**config.mk**
```make
export PLATFORM = sky130hd
export DESIGN_NAME = palette_bank
export DESIGN_NICKNAME = d
export VERILOG_FILES = /design/src/rtl/palette_pkg.sv /design/src/rtl/palette_fader.sv /design/src/rtl/palette_bank.sv
export SDC_FILE = /design/constraint.sdc
export NUM_CORES = 1
export LEC_CHECK = 0
export ABC_AREA = 1
export BUFFER_PORTS_ARGS = -buffer_cell sky130_fd_sc_hd__buf_4
export CAP_MARGIN = 20
export CELL_PAD_IN_SITES_DETAIL_PLACEMENT = 0
export CELL_PAD_IN_SITES_GLOBAL_PLACEMENT = 2
export CORE_MARGIN = 2
export CORE_UTILIZATION = 38
export DETAILED_ROUTE_END_ITERATION = 10
export PLACE_DENSITY = 0.89
export SLEW_MARGIN = 30
export SYNTH_ARGS = -nofsm -noshare
export SYNTH_HDL_FRONTEND = slang
export SYNTH_SLANG_ARGS = --single-unit
```
**constraint.sdc**
```tcl
create_clock -name i_clk -period 4.2 [get_ports i_clk]
set_clock_uncertainty 0.2 [all_clocks]
set_input_delay 0.84 -clock i_clk [delete_from_list [all_inputs] [get_ports i_clk]]
set_output_delay 0.84 -clock i_clk [all_outputs]
set_load 0.03 [all_outputs]
```
**src/rtl/palette_pkg.sv**
```systemverilog
// Shared types and helpers for the palette bank and its fade controller.
package palette_pkg;

    // Default component width used by the rgb struct type.
    localparam int PKG_COMP_W = 4;

    // Fade controller states.
    typedef enum logic [0:0] {
        FADE_IDLE   = 1'b0,
        FADE_FADING = 1'b1
    } fade_state_t;

    // One palette entry, red in the MSBs.
    typedef struct packed {
        logic [PKG_COMP_W-1:0] r;
        logic [PKG_COMP_W-1:0] g;
        logic [PKG_COMP_W-1:0] b;
    } rgb_t;

    // Palette-select width: max(1, clog2(n)).
    function automatic int pal_width(input int n);
        return (n <= 2) ? 1 : $clog2(n);
    endfunction

endpackage

```
**src/rtl/palette_fader.sv**
```systemverilog
// Fade controller: walks the brightness level one step at a time toward
// black or full scale, pacing each step by a programmable divider.
module palette_fader
    import palette_pkg::*;
#(
    parameter int FADE_W = 4
) (
    input  logic              i_clk,
    input  logic              i_rst_n,
    input  logic              i_fade_start,
    input  logic              i_fade_dir,
    input  logic [7:0]        i_fade_div,
    output logic [FADE_W:0]   o_level,
    output logic              o_fade_busy,
    output logic              o_fade_done
);

    localparam logic [FADE_W:0] LVL_FULL = (FADE_W+1)'(2**FADE_W);
    localparam logic [FADE_W:0] LVL_ZERO = {(FADE_W+1){1'b0}};
    localparam logic [FADE_W:0] LVL_ONE  = {{FADE_W{1'b0}}, 1'b1};

    fade_state_t     r_state, w_state_nxt;
    logic [FADE_W:0] r_level, w_level_nxt, w_target, w_level_step;
    logic [7:0]      r_cnt, w_cnt_nxt;
    logic [7:0]      r_div, w_div_nxt;
    logic            r_dir, w_dir_nxt;
    logic            r_done, w_done_nxt;

    // Next-state and next-level decisions for the fade sequence.
    always_comb begin
        w_state_nxt  = r_state;
        w_level_nxt  = r_level;
        w_cnt_nxt    = r_cnt;
        w_div_nxt    = r_div;
        w_dir_nxt    = r_dir;
        w_done_nxt   = 1'b0;
        w_target     = r_dir ? LVL_FULL : LVL_ZERO;
        w_level_step = r_dir ? (r_level + LVL_ONE) : (r_level - LVL_ONE);
        case (r_state)
            FADE_IDLE: begin
                if (i_fade_start) begin
                    w_state_nxt = FADE_FADING;
                    w_dir_nxt   = i_fade_dir;
                    w_div_nxt   = i_fade_div;
                    w_cnt_nxt   = i_fade_div;
                end else begin
                    w_state_nxt = FADE_IDLE;
                end
            end
            FADE_FADING: begin
                if (r_level == w_target) begin
                    // Already at target: finish without touching the level.
                    w_state_nxt = FADE_IDLE;
                    w_done_nxt  = 1'b1;
                end else if (r_cnt == 8'd0) begin
                    w_level_nxt = w_level_step;
                    w_cnt_nxt   = r_div;
                    if (w_level_step == w_target) begin
                        w_state_nxt = FADE_IDLE;
                        w_done_nxt  = 1'b1;
                    end else begin
                        w_state_nxt = FADE_FADING;
                    end
                end else begin
                    w_cnt_nxt = r_cnt - 8'd1;
                end
            end
            default: begin
                w_state_nxt = FADE_IDLE;
            end
        endcase
    end

    // Fade state, level, step counter and latched fade parameters.
    always_ff @(posedge i_clk or negedge i_rst_n) begin
        if (!i_rst_n) begin
            r_state <= FADE_IDLE;
            r_level <= LVL_FULL;
            r_cnt   <= 8'd0;
            r_div   <= 8'd0;
            r_dir   <= 1'b0;
            r_done  <= 1'b0;
        end else begin
            r_state <= w_state_nxt;
            r_level <= w_level_nxt;
            r_cnt   <= w_cnt_nxt;
            r_div   <= w_div_nxt;
            r_dir   <= w_dir_nxt;
            r_done  <= w_done_nxt;
        end
    end

    assign o_level     = r_level;
    assign o_fade_busy = (r_state == FADE_FADING);
    assign o_fade_done = r_done;

endmodule

```
**src/rtl/palette_bank.sv**
```systemverilog
// Multi-palette color lookup with a two-stage read pipeline whose second
// stage scales each component by the current fade level.
module palette_bank
    import palette_pkg::*;
#(
    parameter  int IDX_W      = 4,
    parameter  int COMP_W     = 4,
    parameter  int NUM_PAL    = 4,
    parameter  int FADE_W     = 4,
    parameter  int TRANSP_IDX = 0,
    localparam int PAL_W      = pal_width(NUM_PAL)
) (
    input  logic                i_clk,
    input  logic                i_rst_n,
    input  logic                i_rd_valid,
    input  logic [PAL_W-1:0]    i_rd_pal,
    input  logic [IDX_W-1:0]    i_rd_index,
    output logic                o_out_valid,
    output logic [COMP_W-1:0]   o_red,
    output logic [COMP_W-1:0]   o_green,
    output logic [COMP_W-1:0]   o_blue,
    output logic                o_transparent,
    input  logic                i_wr_en,
    input  logic [PAL_W-1:0]    i_wr_pal,
    input  logic [IDX_W-1:0]    i_wr_index,
    input  logic [3*COMP_W-1:0] i_wr_data,
    input  logic                i_fade_start,
    input  logic                i_fade_dir,
    input  logic [7:0]          i_fade_div,
    output logic                o_fade_busy,
    output logic                o_fade_done
);

    localparam int DEPTH  = 2**IDX_W;
    localparam int MEM_D  = NUM_PAL * DEPTH;
    localparam int DATA_W = 3 * COMP_W;
    localparam int LVL_W  = FADE_W + 1;

    // c * lvl >> FADE_W; full-scale level returns c unchanged.
    function automatic logic [COMP_W-1:0] scale(input logic [COMP_W-1:0] c,
                                                input logic [LVL_W-1:0]  lvl);
        logic [COMP_W+LVL_W-1:0] p;
        p = {{LVL_W{1'b0}}, c} * {{COMP_W{1'b0}}, lvl};
        return p[FADE_W +: COMP_W];
    endfunction

    logic [DATA_W-1:0]       r_mem [MEM_D];
    logic [PAL_W+IDX_W-1:0]  w_rd_addr, w_wr_addr;
    logic                    w_rd_ok, w_wr_ok, w_rd_transp;
    logic                    r_s1_valid, r_s1_transp;
    logic [DATA_W-1:0]       r_s1_rgb;
    logic [LVL_W-1:0]        w_level;

    // Palette range checks and flat entry addresses ({pal, index}).
    always_comb begin
        w_rd_ok     = ({{(32-PAL_W){1'b0}}, i_rd_pal} < 32'(NUM_PAL));
        w_wr_ok     = ({{(32-PAL_W){1'b0}}, i_wr_pal} < 32'(NUM_PAL));
        w_rd_addr   = {i_rd_pal, i_rd_index};
        w_wr_addr   = {i_wr_pal, i_wr_index};
        w_rd_transp = (i_rd_index == IDX_W'(TRANSP_IDX));
    end

    // Palette storage: gray ramp on reset, single write port otherwise.
    always_ff @(posedge i_clk or negedge i_rst_n) begin
        if (!i_rst_n) begin
            for (int a = 0; a < MEM_D; a++) begin
                r_mem[a] <= {3{COMP_W'(a % DEPTH)}};
            end
        end else if (i_wr_en && w_wr_ok) begin
            r_mem[w_wr_addr] <= i_wr_data;
        end
    end

    // Stage 1: capture raw entry (pre-write contents) and transparency.
    always_ff @(posedge i_clk or negedge i_rst_n) begin
        if (!i_rst_n) begin
            r_s1_valid  <= 1'b0;
            r_s1_rgb    <= {DATA_W{1'b0}};
            r_s1_transp <= 1'b0;
        end else begin
            r_s1_valid <= i_rd_valid;
            if (i_rd_valid) begin
                r_s1_rgb    <= w_rd_ok ? r_mem[w_rd_addr] : {DATA_W{1'b0}};
                r_s1_transp <= w_rd_transp;
            end
        end
    end

    // Stage 2: brightness-scaled outputs; data holds when no result.
    always_ff @(posedge i_clk or negedge i_rst_n) begin
        if (!i_rst_n) begin
            o_out_valid   <= 1'b0;
            o_red         <= {COMP_W{1'b0}};
            o_green       <= {COMP_W{1'b0}};
            o_blue        <= {COMP_W{1'b0}};
            o_transparent <= 1'b0;
        end else begin
            o_out_valid <= r_s1_valid;
            if (r_s1_valid) begin
                o_red         <= scale(r_s1_rgb[DATA_W-1 -: COMP_W], w_level);
                o_green       <= scale(r_s1_rgb[2*COMP_W-1 -: COMP_W], w_level);
                o_blue        <= scale(r_s1_rgb[COMP_W-1:0], w_level);
                o_transparent <= r_s1_transp;
            end
        end
    end

    palette_fader #(
        .FADE_W (FADE_W)
    ) u_fader (
        .i_clk        (i_clk),
        .i_rst_n      (i_rst_n),
        .i_fade_start (i_fade_start),
        .i_fade_dir   (i_fade_dir),
        .i_fade_div   (i_fade_div),
        .o_level      (w_level),
        .o_fade_busy  (o_fade_busy),
        .o_fade_done  (o_fade_done)
    );

endmodule

```
==> metrics.cfg <==
[clocking]
cts_buffers=95
cts_tree=done
cts_root_buffer=clkbuf_16
cts.sink_count=820
clk_latency_ps=680
path_clk_slew_ps=60
cts-htree-levels=3
cts_buffer_depth=3
cts_setup_buffers=0

[placed_design]
hpwlAfterDp_mm=81.49
io_buffer_count=53
dp_cells=6515
placed_cell_area_sq_um=42290
gp_congestion=0.8405
pre_cts_ws_ps=548.1

[sta]
period_share=0.7785
maxSlewHeadroom=0.3478
fin_crit_ps=3270
tns_ps=0
rsz0062_at_grt=false
setup_viol=0
slew_viol_final=0
hold_ws_ps=194.3
setup_slack_ps=930.4
finalHoldViolCount=0
max_freq_ghz=0.3058
worst_pin_slew_ps=977.3

[route]
vias_per_cell=5.105
wirelength_mm=131.9
via_count=34180
antenna_left=0
drc=8
wl_per_cell_um=19.70
drt_first_pass_iters=9
drtIter0Drc=3288

[final_layout]
finalNetCount=5309
final_common_cell=nand2_1
n_fill_cell=10830
syn_to_final_growth_pct=12.62
final_area_sq_um=45500
final_cells=6695
n_antenna_cell=0
final_util=0.4316
final_cell_mix=1,991 x nand2_1, 904 x o21ai_0, 435 x dfrtp_1
drive_above_1_share=0.1423

[setup_path]
cp_cell_sequence=nand2_1, inv_1, fa_1, inv_1, fa_1, inv_1, ha_1, nand2_1, a21oi_1, a211oi_1, a21oi_1, nand3b_1, nand2_1
worstPathRequired_ps=4600
worstSetupPathType=register to register
arrival_ps=3670
crit_fanout=6
start_kind=register
crit_path_top_delay_cell=dfrtp_1
cp-end-kind=register
slowest_delay_ps=620

[outcome]
violations=design-rule violations
outcome=finished, violations left

[yosys]
synth_cell_types=27
syn_inst=5316
avgSynthCellArea_sq_um=7.601
ys_seq_area_frac=0.5198
ys_ff_latch=820
synth_fp_nets=5403
synth.cell_area_sq_um=40410
yosysWarnings=0

[run]
cap_violations=0

[grt]
grt-ovfl-total=0
gr-usage-all-layers=0.2446
grt_max_degree=103
grt_antenna_before_repair=1
grt_pass1_vias=32640
grt_first_pass_wirelength_mm=204.5

[worst_hold_path]
hold_class=input port to register

[die]
core_sq_um=105400
die_w_um=330.1
pin_count=54
die-area_sq_um=109000
die_y_um=330.1
rows=119
start_util=0.3833

[power_and_ir_drop]
p_per_area_nw_per_um2=460.5
finalPower_mw=20.95
ir_drop_mv=0.2896
p_leak_nw=21.05

-- cells by family after synthesis --
kind of cell	count (synthesis)	synth area share
buf+inv	766	0.07500
xor+xnor	13	0.002818
simple gates	2679	0.2610
fa+ha+maj	49	0.01815
flops	820	0.5198
compound gates	989	0.1233
-- report_power, final --
group          internal [mW]  total, mW  switching (mW)  leakage [nW]
logic                  0.893       2.64            1.74          9.71
registers               9.24       9.78           0.548          9.76
clock network           5.03       8.53            3.50          1.58
total                   15.2       21.0            5.79          21.1
-- synth_stat cells --
library cell	number	area [sq um]
xnor2_1	7	61.31
ha_1	33	412.9
buf_4	1	7.510
a22oi_1	4	30.03
nor3_1	12	60.06
fa_1	16	320.3
nand3b_1	4	30.03
inv_1	378	1419
nand4_1	6	37.54
o211ai_1	3	22.52
nand2_1	1991	7473
nand3_1	330	1652
xor2_1	6	52.55
a211oi_1	3	22.52
dfrtp_1	435	10890
or2_2	12	75.07
a21oi_1	71	355.3
nor2_1	324	1216
o41ai_1	1	8.760
buf_6	2	22.52
o21ai_0	904	4524
clkbuf_1	238	893.4
clkinv_1	16	60.06
dfstp_2	385	10120
buf_1	22	82.58
a31oi_1	3	18.77
buf_2	109	545.5
-- sequential cells by signal, summed over array words and instances, names as in the netlist, 4 cells and up --
register         count
o_blue               4
o_red                4
r_s1_rgb            12
r_mem              768
o_green              4
u_fader.r_div        8
u_fader.o_level      5
u_fader.r_cnt        8
-- final cells by class --
| class | count | area (sq um) | share of cell area |
|---|---|---|---|
| Clock inverter | 37 | 362.8 | 0.007974 |
| Inverter | 394 | 1493 | 0.03280 |
| Sequential cell | 820 | 21000 | 0.4615 |
| Multi-Input combinational cell | 3730 | 16400 | 0.3604 |
| Timing Repair Buffer | 181 | 1670 | 0.03671 |
| Clock buffer | 142 | 2836 | 0.06234 |
| Tap cell | 1391 | 1740 | 0.03825 |
-- per-layer routing --
metal	global-route usage	routed length (um)	vias up	part of all wire
met5	0	0	-	0
met4	0.07073	3541	0	0.027
met3	0.05273	9206	181	0.070
met2	0.3693	57410	907	0.44
met1	0.3525	61740	16520	0.47
li1	-	-	16570	-
-- path summary, 6_finish.rpt --
kind	from	to	slack, ps	depth (start not counted)
setup / recovery	r_s1_rgb[2]	o_blue[3]	930	13
hold / removal	i_fade_div[5]	u_fader.r_div[5]	190	3
setup reg to reg	r_s1_rgb[2]	o_blue[3]	930	13
hold reg to reg	r_mem[766]	r_mem[766]	280	2
max in group asynchronous	i_rst_n	r_mem[407]	2110	3
min in group asynchronous	i_rst_n	r_mem[173]	590	2
-- repair_timing --
item                                    4_1_cts  5_1_grt
gates resized for setup                       0        0
hold buffers                                  1        0
hold endpoints to repair                     15        0
endpoints found under the setup margin        0        0
-- worst max-delay path: cells and delay by family (launching register included) --
family | cells | cell delay, ps
adders and majority gates | 3 | 1290
AOI/OAI and AO/OA | 3 | 400
DFF | 1 | 620
buffers and inverters | 3 | 160
and+or+nand+nor | 4 | 520
Power figures use the tool's default switching activity.
